===== config.mk =====
export PLATFORM = sky130hd
export DESIGN_NAME = wall_scroller_flat
export DESIGN_NICKNAME = d
export VERILOG_FILES = /design/src/rtl/wall_scroller_if.sv /design/src/rtl/wall_scroller.sv /design/src/flat_wrapper.sv
export SDC_FILE = /design/constraint.sdc
export NUM_CORES = 1
export LEC_CHECK = 0
export BUFFER_PORTS_ARGS = -buffer_cell sky130_fd_sc_hd__buf_2
export CAP_MARGIN = 20
export CORE_UTILIZATION = 40
export CTS_BUF_LIST = sky130_fd_sc_hd__clkbuf_8
export CTS_CLUSTER_DIAMETER = 30
export DETAILED_ROUTE_END_ITERATION = 7
export MAX_ROUTING_LAYER = met4
export PLACE_DENSITY = 0.74
export SLEW_MARGIN = 20
export SYNTH_ARGS = -nofsm -noshare
export SYNTH_HDL_FRONTEND = slang
export SYNTH_SLANG_ARGS = --single-unit

===== constraint.sdc =====
create_clock -name clk -period 3.2 [get_ports clk]
set_clock_uncertainty 0.15 [all_clocks]
set_input_delay 0.64 -clock clk [delete_from_list [all_inputs] [get_ports clk]]
set_output_delay 0.64 -clock clk [all_outputs]
set_load 0.1 [all_outputs]

===== src/rtl/wall_scroller_if.sv =====
// Frame-advance handshake and wall-state bus between game control, wall_scroller and the drawing datapath.
interface wall_scroller_if #(
   parameter int NUM_WALLS = 2,
   parameter int X_W       = 8
);
   logic                     tick;
   logic [3:0]               speed;
   logic [NUM_WALLS*X_W-1:0] wall_x;
   logic [NUM_WALLS*7-1:0]   hole_y;
   logic                     busy;
   logic                     done;
   logic [NUM_WALLS-1:0]     respawn;
   logic                     score_pulse;
   logic                     overrun;

   modport master (
      output tick, speed,
      input  wall_x, hole_y, busy, done, respawn, score_pulse, overrun
   );

   modport slave (
      input  tick, speed,
      output wall_x, hole_y, busy, done, respawn, score_pulse, overrun
   );
endinterface


===== src/rtl/wall_scroller.sv =====
// Multi-wall obstacle engine: on each tick walks the walls one per clock, scrolling left and wrapping.
// Define WALL_SCROLLER_LFSR_EN to draw new hole positions from an LFSR instead of a fixed +24 step.
module wall_scroller #(
   parameter int NUM_WALLS    = 2,
   parameter int X_W          = 8,
   parameter int SCREEN_W     = 160,
   parameter int WALL_SPACING = 80,
   parameter int HOLE_Y_MAX   = 80,
   parameter int BIRD_X       = 40
) (
   input logic            clk,
   input logic            reset,
   wall_scroller_if.slave bus
);
   localparam int                 IDX_W    = (NUM_WALLS > 1) ? $clog2(NUM_WALLS) : 1;
   localparam logic [IDX_W-1:0]   LAST_IDX = IDX_W'(NUM_WALLS - 1);
   localparam logic [X_W-1:0]     SPAN     = X_W'(NUM_WALLS * WALL_SPACING);
   localparam logic [X_W-1:0]     BIRD     = X_W'(BIRD_X);
   localparam logic [7:0]         HOLE_MAX = 8'(HOLE_Y_MAX);
   localparam logic [6:0]         HOLE_RST = 7'(HOLE_Y_MAX / 2);

   typedef enum logic [1:0] {S_IDLE, S_UPDATE, S_DONE} state_t;

   state_t               r_state, w_next;
   logic [X_W-1:0]       r_wall_x [NUM_WALLS];
   logic [6:0]           r_hole_y [NUM_WALLS];
   logic [IDX_W-1:0]     r_idx;
   logic [3:0]           r_spd;
   logic [NUM_WALLS-1:0] r_resp_acc;
   logic                 r_score_acc;
   logic                 r_busy, r_done, r_score, r_overrun;
   logic [NUM_WALLS-1:0] r_respawn;

   logic [X_W-1:0]       w_x, w_spd, w_new_x;
   logic                 w_wrap, w_cross;
   logic [NUM_WALLS-1:0] w_wrap_bit;
   logic [7:0]           w_hole_sum;
   logic [6:0]           w_new_hole;

`ifdef WALL_SCROLLER_LFSR_EN
   logic [7:0] r_lfsr;
   logic [7:0] w_c;

   // Free-running x^8+x^6+x^5+x^4+1 source; it also steps while idle so holes vary with frame timing.
   always_ff @(posedge clk or posedge reset) begin
      if (reset) r_lfsr <= 8'hA5;
      else       r_lfsr <= {r_lfsr[6:0], r_lfsr[7] ^ r_lfsr[5] ^ r_lfsr[4] ^ r_lfsr[3]};
   end

   always_comb begin
      w_c        = {1'b0, r_lfsr[6:0]};
      w_hole_sum = (w_c <= HOLE_MAX) ? w_c : w_c - (HOLE_MAX + 8'd1);
   end
`else
   always_comb begin
      w_hole_sum = {1'b0, r_hole_y[r_idx]} + 8'd24;
      if (w_hole_sum > HOLE_MAX) w_hole_sum = w_hole_sum - (HOLE_MAX + 8'd1);
   end
`endif

   assign w_new_hole = w_hole_sum[6:0];

   // NOTE: every always_comb output gets a default first, so no path can infer a latch.
   always_comb begin
      w_next = r_state;
      case (r_state)
         S_IDLE:   if (bus.tick) w_next = S_UPDATE;
         S_UPDATE: if (r_idx == LAST_IDX) w_next = S_DONE;
         S_DONE:   w_next = S_IDLE;
         default:  w_next = S_IDLE;
      endcase
   end

   // Wrapping adds the full queue span so the gap to the wall in front stays exact.
   always_comb begin
      w_spd      = X_W'(r_spd);
      w_x        = r_wall_x[r_idx];
      w_wrap     = (w_x < w_spd);
      w_new_x    = w_wrap ? (w_x + SPAN - w_spd) : (w_x - w_spd);
      w_cross    = !w_wrap && (w_x >= BIRD) && (w_new_x < BIRD);
      w_wrap_bit = w_wrap ? (NUM_WALLS'(1) << r_idx) : '0;
   end

   // NOTE: sequential state uses non-blocking assignments only, so every register samples pre-edge values.
   always_ff @(posedge clk or posedge reset) begin
      if (reset) begin
         r_state     <= S_IDLE;
         r_idx       <= '0;
         r_spd       <= '0;
         r_resp_acc  <= '0;
         r_score_acc <= 1'b0;
         r_busy      <= 1'b0;
         r_done      <= 1'b0;
         r_score     <= 1'b0;
         r_overrun   <= 1'b0;
         r_respawn   <= '0;
         // NOTE: the wall arrays are reset because their contents are directly visible game state.
         for (int i = 0; i < NUM_WALLS; i++) begin
            r_wall_x[i] <= X_W'(SCREEN_W + i * WALL_SPACING);
            r_hole_y[i] <= HOLE_RST;
         end
      end else begin
         r_state   <= w_next;
         r_busy    <= (w_next != S_IDLE);
         r_overrun <= bus.tick && (r_state != S_IDLE);
         r_done    <= 1'b0;
         r_score   <= 1'b0;
         r_respawn <= '0;
         case (r_state)
            S_IDLE: begin
               if (bus.tick) begin
                  r_spd       <= bus.speed;
                  r_idx       <= '0;
                  r_resp_acc  <= '0;
                  r_score_acc <= 1'b0;
               end
            end
            S_UPDATE: begin
               r_wall_x[r_idx] <= w_new_x;
               if (w_wrap) r_hole_y[r_idx] <= w_new_hole;
               r_resp_acc  <= r_resp_acc | w_wrap_bit;
               r_score_acc <= r_score_acc | w_cross;
               if (r_idx == LAST_IDX) begin
                  r_done    <= 1'b1;
                  r_respawn <= r_resp_acc | w_wrap_bit;
                  r_score   <= r_score_acc | w_cross;
               end else begin
                  r_idx <= r_idx + 1'b1;
               end
            end
            default: ;
         endcase
      end
   end

   for (genvar g = 0; g < NUM_WALLS; g++) begin : g_pack
      assign bus.wall_x[g*X_W +: X_W] = r_wall_x[g];
      assign bus.hole_y[g*7 +: 7]     = r_hole_y[g];
   end

   assign bus.busy        = r_busy;
   assign bus.done        = r_done;
   assign bus.respawn     = r_respawn;
   assign bus.score_pulse = r_score;
   assign bus.overrun     = r_overrun;
endmodule


===== src/flat_wrapper.sv =====
// flat-port wrapper written by rule: the top's interface ports become plain ports
module wall_scroller_flat 
#(
   parameter int NUM_WALLS    = 2,
   parameter int X_W          = 8,
   parameter int SCREEN_W     = 160,
   parameter int WALL_SPACING = 80,
   parameter int HOLE_Y_MAX   = 80,
   parameter int BIRD_X       = 40
)
  (clk, reset, bus_tick, bus_speed, bus_wall_x, bus_hole_y, bus_busy, bus_done, bus_respawn, bus_score_pulse, bus_overrun);
  wall_scroller_if #(.NUM_WALLS(NUM_WALLS), .X_W(X_W)) bus_i ();
  input logic clk;
  input logic reset;
  input wire logic [$bits(bus_i.tick)-1:0] bus_tick;
  input wire logic [$bits(bus_i.speed)-1:0] bus_speed;
  output wire logic [$bits(bus_i.wall_x)-1:0] bus_wall_x;
  output wire logic [$bits(bus_i.hole_y)-1:0] bus_hole_y;
  output wire logic [$bits(bus_i.busy)-1:0] bus_busy;
  output wire logic [$bits(bus_i.done)-1:0] bus_done;
  output wire logic [$bits(bus_i.respawn)-1:0] bus_respawn;
  output wire logic [$bits(bus_i.score_pulse)-1:0] bus_score_pulse;
  output wire logic [$bits(bus_i.overrun)-1:0] bus_overrun;
  assign bus_i.tick = bus_tick;
  assign bus_i.speed = bus_speed;
  assign bus_wall_x = bus_i.wall_x;
  assign bus_hole_y = bus_i.hole_y;
  assign bus_busy = bus_i.busy;
  assign bus_done = bus_i.done;
  assign bus_respawn = bus_i.respawn;
  assign bus_score_pulse = bus_i.score_pulse;
  assign bus_overrun = bus_i.overrun;
  wall_scroller #(.NUM_WALLS(NUM_WALLS), .X_W(X_W), .SCREEN_W(SCREEN_W), .WALL_SPACING(WALL_SPACING), .HOLE_Y_MAX(HOLE_Y_MAX), .BIRD_X(BIRD_X)) u_core (.clk(clk), .reset(reset), .bus(bus_i));
endmodule

### Word-level counts from Yosys, hierarchy flattened

Cells that the tools add are included.

| operators by class | value |
|---|---|
| reduce and logical (&&, ||, !) cells | 12 |
| $lt $le $gt $ge | 6 |
| shift operators | 1 |
| multiply operators | 0 |
| add/sub/neg operators | 6 |
| bitwise logic cells | 3 |
| mux-type cells | 30 |
| equality and inequality tests | 2 |
| div/mod/pow operators | 0 |

Operators with widths:

| cell | count |
|---|---|
| 2-to-1 mux 8 bit | 5 |
| 2-to-1 mux 7 bit | 5 |
| bitwise mux 16 bit | 1 |
| subtractor 8 x 4 -> 8 bit | 2 |
| bitwise mux 14 bit | 1 |
| 2-to-1 mux 2 bit | 6 |
| adder 7 x 5 -> 8 bit (second input constant) | 1 |
| adder 8 bit (second input constant) | 1 |
| demux 8 bit (select 1 bit) | 1 |
| greater-or-equal comparator 8 x 6 -> 1 bit (second input constant) | 1 |
| > comparator 8 x 7 -> 1 bit (second input constant) | 1 |
| < comparator 8 x 4 -> 1 bit | 1 |
| < comparator 8 x 6 -> 1 bit (second input constant) | 1 |
| case mux 2 bit (2 select lines) | 2 |
| demux 7 bit (select 1 bit) | 1 |
| subtractor 7 bit (second input constant) | 1 |
| 2-to-1 mux 1 bit | 6 |
| AND reduction 2 bit | 3 |
| nonzero test 2 bit | 3 |
| logical AND 1 bit | 4 |
| case mux 1 bit (2 select lines) | 2 |
| == test 2 x 1 -> 1 bit (second input constant) | 1 |
| greater-or-equal comparator 2 bit (second input constant) | 1 |
| logical NOT 2 bit | 1 |
| 8 further kinds | 8 |

| word-level totals | value |
|---|---|
| memories | 0 |
| word-level logic and storage cells | 74 |
| bits of input ports | 7 |
| memory bits (writable) | 0 |
| latch bits | 0 |
| register bits after elaboration | 46 |
| output and inout port bits | 36 |
| ROM bits | 0 |

### Logic depth before layout (Yosys ltp)

Gate-level depths: netlist of the first run.

| logic depth | value |
|---|---|
| word-level depth | 12 |
| mapped depth | 14 |
| gate-level depth less buffers | 11 |

### Worst setup path after synthesis of the first run

OpenSTA, ideal clock, no wires.

| timing | value |
|---|---|
| path type | register -> register |
| start point | register u_core.r_wall_x, in the netlist u_core.bus.wall_x[9] |
| end point | register u_core.r_wall_x, in the netlist u_core.bus.wall_x[7] |
| required time | 2.952 ns |
| arrival time | 3.103 ns |
| library setup time | 0.098 ns |
| path buffers | 0 |
| clock period less this slack | 3.351 ns |
| path slack | -0.151 ns |
| cell stages (with the launch flop) | 11 |
| cells stage by stage | dfrtp_1 mux2_2 ha_1 fa_1 ha_1 a21o_1 a221oi_1 nor2b_1 nor3_1 xor2_1 o221ai_1 |

| on the way | value |
|---|---|
| longest elaborated chain between the ends | 7 |
| elaborated cells between the ends (all ways) | 9 |
| those cells by class | add/sub: 3; order compare: 1; mux: 5 |

Ends and longest elaborated chain:

| element | RTL line | RTL |
|---|---|---|
| start, declared | wall_scroller.sv:25 | `logic [X_W-1:0] r_wall_x [NUM_WALLS];` |
| start signal, assigned by index | wall_scroller.sv:99 | `r_wall_x[i] <= X_W'(SCREEN_W + i * WALL_SPACING);` |
| start signal, assigned by index | wall_scroller.sv:119 | `r_wall_x[r_idx] <= w_new_x;` |
| 2-to-1 mux 8 bit (not written as such) (*) (3 in a row) | wall_scroller.sv:77 | `w_x = r_wall_x[r_idx];` |
| adder 8 bit | wall_scroller.sv:79 | `w_new_x = w_wrap ? (w_x + SPAN - w_spd) : (w_x - w_spd);` |
| subtractor 8 x 4 -> 8 bit | wall_scroller.sv:79 |  |
| 2-to-1 mux 8 bit (*) | wall_scroller.sv:79 |  |
| bitwise mux 16 bit (*) | wall_scroller.sv:119 |  |

Mark *: on every way between the ends. The rest lies on a longest branch, timed or not. The select of a mux whose other input is x is not followed.
A chain may end at the register's enable or synchronous reset.

### Final worst setup path of the first run

| timing | value |
|---|---|
| start point | register u_core.r_idx |
| end point | register u_core.r_wall_x, in the netlist u_core.bus.wall_x[7] |

| on the way | value |
|---|---|
| longest elaborated chain between the ends | 8 |
| elaborated cells between the ends (all ways) | 15 |
| those cells by class | add/sub: 3; order compare: 3; mux: 7; bitwise: 1; reduce/logical: 1 |

Ends and longest elaborated chain:

| element | RTL line | RTL |
|---|---|---|
| start, declared | wall_scroller.sv:27 | `logic [IDX_W-1:0] r_idx;` |
| start signal, assigned | wall_scroller.sv:128 | `r_idx <= r_idx + 1'b1;` |
| inverter 1 -> 2 bit (not written as such) (*) | wall_scroller.sv:77, wall_scroller.sv:119 |  |
| 2-to-1 mux 8 bit (not written as such) (3 in a row) | wall_scroller.sv:77 |  |
| adder 8 bit | wall_scroller.sv:79 |  |
| subtractor 8 x 4 -> 8 bit | wall_scroller.sv:79 |  |
| 2-to-1 mux 8 bit | wall_scroller.sv:79 |  |
| bitwise mux 16 bit (*) | wall_scroller.sv:119 |  |

Marked as above.

==> impl_metrics.json, run 1 <==
{
  "end_kind": "flop",
  "grt_util_all_layers_pct": 18.69,
  "setup_ws_ns": 0.1960,
  "outcome": "finished, final reports clean",
  "crit_path_start_kind": "flop",
  "via_count": 2353,
  "final_core_util_pct": 48.42,
  "h-tree-depth": 2,
  "insertion_delay_ns": 0.30,
  "cts.sinks": 46,
  "antenna_cells": 0,
  "gp_congestion": 0.9308,
  "synth_edf_count": 0,
  "finalMaxSlewViolations": 0,
  "synth_top_area_share_pct": 31.29,
  "yosysUniqueCellTypes": 48,
  "synth_warnings": 0,
  "crit_required_ns": 3.26,
  "nNetsFinal": 384,
  "clk_pin_slew_worst_paths_ns": 0.09,
  "cts_buffers": 5,
  "portBuffers": 42,
  "critical_path_arrival_ns": 3.06,
  "root_buffer": "clkbuf_8",
  "tightestPinTransition_ns": 0.9454,
  "path_class": "flop to flop",
  "synth.area.top_cells": "dfrtp_1 (31%), dfstp_2 (9.1%), ha_1 (8.7%), nand2_1 (6.1%), o21ai_0 (4.0%)",
  "clockBufferDepth": 2,
  "synth-seq-area-share_pct": 40.42,
  "area.growth.synth_to_final_pct": 15.52,
  "die_area_sq_um": 7541,
  "min_period_over_period_pct": 93.88,
  "std_cell_rows": 30,
  "hold_path.class": "input pin to async pin",
  "drive_gt1_share_pct": 24.79,
  "route.antenna.remaining_nets": 0,
  "grt_pass1_wl_microns": 10540,
  "syn_area_sq_um": 2879,
  "synth-seq-cells": 46,
  "cap_violations": 0,
  "io_pins": 43,
  "place_ws_ns": 0.1718,
  "synth_ff_type": "dfrtp_1",
  "final_cells": 451,
  "slew-limit-headroom_pct": 36.58,
  "grt_overflow": 0,
  "drt_pass1_iterations": 4,
  "synth_commonest_cells": "nand2_1 (47), dfrtp_1 (36), o21ai_0 (23)",
  "drcViolationCount": 0,
  "syn_avg_cell_area_sq_um": 9.439,
  "die_y_microns": 86.84,
  "syn_nets": 335,
  "synthArstFlopShare_pct": 100.0,
  "drt-total-wl_microns": 6351,
  "via_per_inst": 5.217,
  "grt_max_degree": 27,
  "initial_core_util_pct": 41.91,
  "period_needed_ns": 3.004,
  "die_w_microns": 86.84,
  "clock.fmax_ghz": 0.3329,
  "grt_pass1_vias": 2215,
  "setup_viol": 0,
  "synthCells": 305,
  "dp.cells": 442,
  "antenna_found_initial": 0,
  "yosysMostFrequentCell": "nand2_1",
  "dp_hpwl_microns": 4857,
  "yosys.area.top_type": "dfrtp_1",
  "finalHoldViolations": 0,
  "drtIter0Drc": 158,
  "grt_setup_unrepaired": "no",
  "wl_per_cell_microns": 14.08,
  "tns_ns": 0,
  "cts_tree": "built",
  "coreArea_sq_um": 6869,
  "cp_max_fo": 3
}
[final timing paths]
kind	cells after the start	to	from	slack, ns
worst max-delay path	10	u_core.bus.wall_x[7]	u_core.r_idx	0.20
worst min-delay path	2	u_core.bus.done	reset	0.27
worst max register to register	10	u_core.bus.wall_x[7]	u_core.r_idx	0.20
min in group clk	2	u_core.r_resp_acc[0]	u_core.r_resp_acc[0]	0.32
worst min register to register	2	u_core.r_resp_acc[0]	u_core.r_resp_acc[0]	0.32
max in group asynchronous	3	u_core.bus.wall_x[12]	reset	1.84
[final cells by class]
cell class / count / area, sq um
clock buffers: 6 / 82.58
clock inverters: 2 / 8.758
fillers: 643 / 3543
inverters: 20 / 75.07
multi-input cells: 230 / 1595
flip-flops and latches: 46 / 1166
well taps: 96 / 120.1
repair buffers: 51 / 277.8
[layer usage]
metal	wire (microns)	GRT usage [%]	vias to the layer above
met2	2972	28.99	61
met4	94	6.364	0
li1	-	-	1153
met1	3006	24.92	1130
met5	0	-	-
met3	278	2.952	9
[placed cells by master (no fill, tap or decap), types with 2 or more instances in the layout]
master and n:
a21oi_1 14, ha_1 20, buf_4 9, buf_2 42, o221ai_1 3, nand4_1 3
dfstp_2 10, nor2b_1 3, o21ai_0 23, clkbuf_8 6, fa_1 3, and3b_1 2
a31oi_1 2, nor3_1 6, a21o_1 2, nor2_1 13, mux2_2 8, dfrtp_1 34
and3_1 2, nand3b_1 3, a22oi_1 2, nand3_1 9, xor2_1 5, nor3b_1 2
o211ai_1 2, or3_1 5, o21ai_1 8, xnor2_1 10, nand2b_1 5, mux2i_2 2
mux2i_1 11, dfrtp_2 2, inv_1 19, nand2_1 47
[cell families (layout without fill, tap and decap cells)]
family	Yosys count	in the layout	share of synthesized area, %
simple gates	104	104	17.04
compound gates	66	66	14.26
flops	46	46	40.42
buf+inv	29	79	4.476
fa+ha+maj	23	23	10.78
mux	21	21	7.910
xor+xnor	16	16	5.128
[metrics by stage]
stage | instance area, sq um | hold WS (ns)
global placement | 3224 | 0.3045
floorplan | 2892 | 0.2884
finish | 3326 | 0.2747
detailed placement | 3224 | 0.3069
global route | 3326 | 0.3218
CTS | 3316 | 0.2884
[critical path: stages, from the launching register on]
cell	delay [ns]
dfrtp_1	0.39
mux2_2	0.37
ha_1	0.23
fa_1	0.47
ha_1	0.21
a21o_1	0.18
a221oi_2	0.24
nor2b_1	0.09
nor3_1	0.23
xor2_1	0.21
o221ai_1	0.14
[state kept, by name, indices dropped and copies added, names as in the netlist]
register and cells:
u_core.bus.score_pulse 1, u_core.bus.hole_y 14, u_core.bus.wall_x 16, u_core.r_score_acc 1
u_core.r_spd 4, u_core.bus.done 1, u_core.bus.respawn 2, u_core.bus.busy 1
u_core.r_resp_acc 2, u_core.bus.overrun 1, u_core.r_state 2, u_core.r_idx 1
[what timing repair did]
action                     4_1_cts  5_1_grt
setup endpoints to repair        0        5
resized for setup                0        1
hold buffers                     0        0
setup buffers                    0        1
hold endpoints to repair         0        0
Power of run 1 is left out: the tool's default activity adds up to more than one toggle a clock period on the data nets, which glitch-free logic cannot reach.
==> run 2: changes to the inputs <==
Settings changed: ABC_AREA from default to 1.
==> run 2 against run 1 <==
Highest routed layer unchanged. Non-clock buffer count decreased by 5. Flip-flop and latch count stayed put. Largest cell class unchanged. Utilization fell by 0.18 points. Worst hold slack got worse by 0.037 ns. First-iteration DRC count down 42%. Routed wire length rose by 3.2%. Setup slack improved by 0.077 ns. Critical path type unchanged. Critical path depth up 6. Register-to-register slack improved by 0.08 ns. Sequential share of layout area shrank 0.25 points. Via count up 9.3%. Synthesized cell count rose by 26%.
==> impl_metrics.json, run 2 <==
{
  "via_count": 2573,
  "antenna_cells": 0,
  "die_w_microns": 87.68,
  "yosysUniqueCellTypes": 33,
  "synthCells": 385,
  "root_buffer": "clkbuf_8",
  "synth_top_area_share_pct": 30.68,
  "grt_overflow": 0,
  "finalHoldViolations": 0,
  "drive_gt1_share_pct": 22.45,
  "fillCellCount": 693,
  "die_y_microns": 87.68,
  "grt_pass1_wl_microns": 11090,
  "drtIter0Drc": 91,
  "cts_tree": "built",
  "end_kind": "flop",
  "clk_pin_slew_worst_paths_ns": 0.09,
  "die_area_sq_um": 7688,
  "tightestPinTransition_ns": 0.5829,
  "synth_ff_type": "dfrtp_1",
  "grt_setup_unrepaired": "no",
  "reg2reg_depth": 16,
  "dp.cells": 519,
  "route.antenna.remaining_nets": 0,
  "slew-limit-headroom_pct": 61.08,
  "grt_pass1_vias": 2549,
  "portBuffers": 42,
  "syn_area_sq_um": 2937,
  "tns_ns": 0,
  "nNetsFinal": 461,
  "initial_core_util_pct": 42.29,
  "fin_hold_ws_ns": 0.2375,
  "drt-total-wl_microns": 6553,
  "setup_viol": 0,
  "h-tree-depth": 2,
  "drt_pass1_iterations": 4,
  "yosys.area.top_type": "dfrtp_1",
  "finalMaxSlewViolations": 0,
  "path_class": "flop to flop",
  "gp_congestion": 0.9768,
  "synth-seq-area-share_pct": 39.63,
  "final_cells": 528,
  "yosysMostFrequentCell": "nand2_1",
  "layout_common_cells": "nand2_1 (135), inv_1 (49), buf_2 (42)",
  "wl_per_cell_microns": 12.41,
  "clockBufferDepth": 2,
  "synth.area.top_cells": "dfrtp_1 (31%), nand2_1 (17%), dfstp_2 (8.9%), ha_1 (8.5%), inv_1 (6.4%)",
  "antenna_found_initial": 0,
  "period_needed_ns": 2.927,
  "synth_edf_count": 0,
  "dp_hpwl_microns": 5057,
  "cap_violations": 0,
  "syn_nets": 415,
  "drcViolationCount": 0,
  "clock.fmax_ghz": 0.3417,
  "synth_warnings": 0,
  "outcome": "finished, final reports clean",
  "synthArstFlopShare_pct": 100.0,
  "cp_max_fo": 10,
  "crit_path_start_kind": "flop",
  "crit_required_ns": 3.28,
  "insertion_delay_ns": 0.30,
  "syn_avg_cell_area_sq_um": 7.627,
  "cts_buffers": 5,
  "critical_path_arrival_ns": 3.00,
  "via_per_inst": 4.873,
  "hold_path.class": "input pin to async pin",
  "layout_commonest_cell": "nand2_1",
  "min_period_over_period_pct": 91.46,
  "r2r-end": "u_core.bus.score_pulse",
  "area.growth.synth_to_final_pct": 14.06,
  "synth-seq-cells": 46,
  "synth_commonest_cells": "nand2_1 (135), inv_1 (50), dfrtp_1 (36)",
  "io_pins": 43,
  "r2r_slack_ns": 0.27,
  "cts.sinks": 46,
  "grt_util_all_layers_pct": 19.19,
  "grt_max_degree": 29,
  "coreArea_sq_um": 6944,
  "std_cell_rows": 30,
  "largest_register_ff_count": 16,
  "reg2reg_from": "u_core.r_idx"
}
-- run 2: through the flow --
stage | instance area, sq um | worst slack [ns] | util, %
global route | 3349 | 0.02573 | 48.23
floorplan | 2938 | 0.1152 | -
finish | 3349 | 0.2733 | 48.23
detailed placement | 3239 | 0.1614 | 46.65
CTS | 3332 | 0.1355 | 47.98
global placement | 3239 | 0.2813 | 46.65
-- run 2: timing repair --
item                       CTS  global route
hold buffers                 0             0
setup buffers                0             1
gates resized for setup      0             5
setup endpoints to repair    0             7
-- run 2: metal layers --
metal	GRT usage [%]	routed length (microns)
met1	22.60	2990
met2	33.45	3205
met3	2.639	202
met4	6.855	154
met5	-	0
-- run 2: cell families (layout without fill, tap and decap cells) --
kind of cell | count (synthesis) | count (layout) | share of synthesized area, %
XOR/XNOR | 6 | 6 | 1.790
AND/OR/NAND/NOR | 199 | 199 | 28.97
buffers and inverters | 61 | 108 | 8.649
multiplexers | 1 | 1 | 0.3409
AO/OA/AOI/OAI | 49 | 49 | 10.06
adder cells (fa/ha/maj) | 23 | 23 | 10.57
flip-flops | 46 | 46 | 39.62
-- run 2: worst max-delay path, stage by stage (launching register included) --
cell	delay [ns]
dfrtp_2	0.46
buf_4	0.15
o21ai_0	0.31
inv_1	0.11
ha_1	0.37
nand3_1	0.13
nand2_1	0.14
nand2_1	0.10
nand2_4	0.14
inv_1	0.12
nand2_1	0.10
nand2_1	0.05
nand2_1	0.05
nand2_1	0.07
nor2_1	0.10
nand3_1	0.11
a21oi_1	0.17
-- run 2: worst max path at each step --
stage	end	startpoint	depth (start not counted)
finish	u_core.bus.score_pulse	u_core.r_idx	16
global route	u_core.bus.score_pulse	u_core.r_idx	19
CTS	u_core.bus.respawn[1]	u_core.r_idx	14
detailed placement	u_core.bus.respawn[1]	u_core.r_idx	14
global placement	u_core.bus.score_pulse	u_core.r_idx	16
floorplan	u_core.bus.score_pulse	u_core.bus.wall_x[9]	17
-- run 2: layout make-up --
| type | count | area [sq um] | area share, % |
|---|---|---|---|
| Clock buffer | 5 | 68.82 | 2.055 |
| Timing Repair Buffer | 46 | 244.0 | 7.284 |
| Tap cell | 96 | 120.1 | 3.586 |
| Multi-Input combinational cell | 278 | 1524 | 45.50 |
| Sequential cell | 46 | 1166 | 34.82 |
| Clock inverter | 3 | 23.77 | 0.7098 |
| Inverter | 54 | 202.7 | 6.052 |
Power of run 2 is left out for the same reason.
==> run 3: changes to the inputs <==
Settings changed: PLACE_DENSITY 0.74 to 0.6.
==> run 3 against run 2 <==
Maximum frequency fell by 0.13%. Critical path type unchanged. Die area did not move. Via count fell by 1.6%. Flip-flop and latch count did not move. Setup slack got worse by 0.0040 ns. Routed wire length rose by 2.1%. Critical endpoint unchanged. Utilization rose by 0.63 points. Worst hold slack improved by 0.034 ns. Count of clock-buffer cells in the layout did not move. First-iteration DRC count rose by 16%.
==> impl_metrics.json, run 3 (synthesized netlist as in run 2, its figures left out) <==
{
  "outcome": "finished, final reports clean",
  "grt_pass1_vias": 2314,
  "met3_usage_pct": 1.885,
  "crit_required_ns": 3.23,
  "period_needed_ns": 2.931,
  "clk_pin_slew_worst_paths_ns": 0.09,
  "initial_core_util_pct": 42.29,
  "crit_chain": "o21ai_1, ha_1, fa_1, ha_1, inv_1, nand2_1, nand2_1, nand2_1, nand2_1, nand2_1, nand2_1, nand3_1, nand2_1, clkinv_1, nand3_2, a21oi_1",
  "nNetsFinal": 463,
  "layout_common_cells": "nand2_1 (135), inv_1 (50), buf_2 (42)",
  "min_period_over_period_pct": 91.58,
  "via_count": 2531,
  "cts_tree": "built",
  "cp-startpoint": "u_core.r_idx",
  "crit_cells": 16,
  "die_area_sq_um": 7688,
  "cpMostUsedCell": "nand2_1",
  "hold_path.class": "input pin to async pin",
  "path_class": "flop to flop",
  "finalMaxSlewViolations": 0,
  "insertion_delay_ns": 0.30,
  "reg2reg_from": "u_core.r_idx",
  "slowest_delay_ns": 0.47,
  "layout_commonest_cell": "nand2_1",
  "end_kind": "flop",
  "finalHoldViolations": 0,
  "grt_overflow": 0,
  "critPathSlowestCell": "dfrtp_2",
  "h-tree-depth": 2,
  "reg2reg_depth": 16,
  "area.growth.synth_to_final_pct": 15.55,
  "drcViolationCount": 0,
  "coreArea_sq_um": 6944,
  "wl_per_cell_microns": 12.62,
  "slew-limit-headroom_pct": 56.91,
  "cpLargestDelayFamily": "adder cells",
  "met2_usage_pct": 29.69,
  "r2r-end": "u_core.bus.score_pulse",
  "drtIter0Drc": 106,
  "gp_congestion": 0.9050,
  "tns_ns": 0,
  "die_y_microns": 87.68,
  "clockBufferDepth": 2,
  "cts.sinks": 46,
  "setup_viol": 0,
  "cts_buffers": 5,
  "crit_path_start_kind": "flop",
  "cap_violations": 0,
  "cp-endpoint": "u_core.bus.score_pulse",
  "antenna_cells": 0,
  "grt_util_all_layers_pct": 19.18,
  "std_cell_rows": 30,
  "grt.met1_usage_pct": 26.58,
  "cp_max_fo": 8,
  "critical_path_arrival_ns": 2.96,
  "drt-total-wl_microns": 6688,
  "top_usage_layer": "met2",
  "route.antenna.remaining_nets": 0,
  "drive_gt1_share_pct": 23.27,
  "io_pins": 43,
  "clock.fmax_ghz": 0.3412,
  "ctsHoldBuffers": 0,
  "antenna_found_initial": 0,
  "cp.buffers_inverters": 2,
  "via_per_inst": 4.775,
  "dp_hpwl_microns": 5278,
  "drt_pass1_iterations": 4,
  "r2r_slack_ns": 0.27,
  "tightestPinTransition_ns": 0.6455,
  "grt_max_degree": 32,
  "die_w_microns": 87.68,
  "portBuffers": 42,
  "grt_setup_unrepaired": "no",
  "largest_register_ff_count": 16,
  "grt_pass1_wl_microns": 11060,
  "root_buffer": "clkbuf_8"
}
==> run 3: cell types whose count changed in the layout (fill, tap and decap cells not counted), sizes merged <==
| cell | before | now |
|---|---|---|
| bufinv | 0 | 1 |
| clkinvlp | 2 | 1 |
| buf | 46 | 48 |
==> run 3: area by class of cell <==
class	instances	area [sq um]
inverter	54	202.7
multi-input combinational	278	1535
clock buffer	5	68.82
clock inverter	3	41.29
sequential	46	1166
fill	679	3551
tap	96	120.1
timing repair buffer	48	259.0
==> run 3: per-stage QoR <==
step	area [sq um]	hold slack (ns)	cells	util (%)	setup WS, ns
after floorplan	2938	0.2983	385	-	0.1152
after global placement	3254	0.3116	521	46.86	0.1605
after detailed placement	3254	0.3121	521	46.86	0.1413
after CTS	3364	0.2930	529	48.45	0.1070
after global routing	3393	0.3317	530	48.86	0.03776
final	3393	0.2710	530	48.86	0.2693
==> run 3: how the worst min path moves through the flow <==
stage,startpoint,end,slack [ns],depth (start not counted)
after detailed placement,u_core.r_state[1],u_core.bus.overrun,0.31,1
after global routing,reset,u_core.bus.hole_y[4],0.33,2
after global placement,u_core.r_state[1],u_core.bus.overrun,0.31,1
after floorplan,u_core.r_spd[0],u_core.r_spd[0],0.30,2
after CTS,reset,u_core.bus.hole_y[1],0.29,2
final,reset,u_core.r_spd[0],0.27,2
==> run 3: repair_timing <==
item | CTS | global route
resized for setup | 0 | 8
setup buffers | 0 | 1
setup endpoints to repair | 0 | 8
==> run 3: layer usage <==
metal | up-vias | wire length [microns]
met4 | 0 | 84
met3 | 6 | 178
met1 | 1181 | 3410
li1 | 1298 | -
met2 | 46 | 3015
met5 | - | 0
Power of run 3 is left out for the same reason.
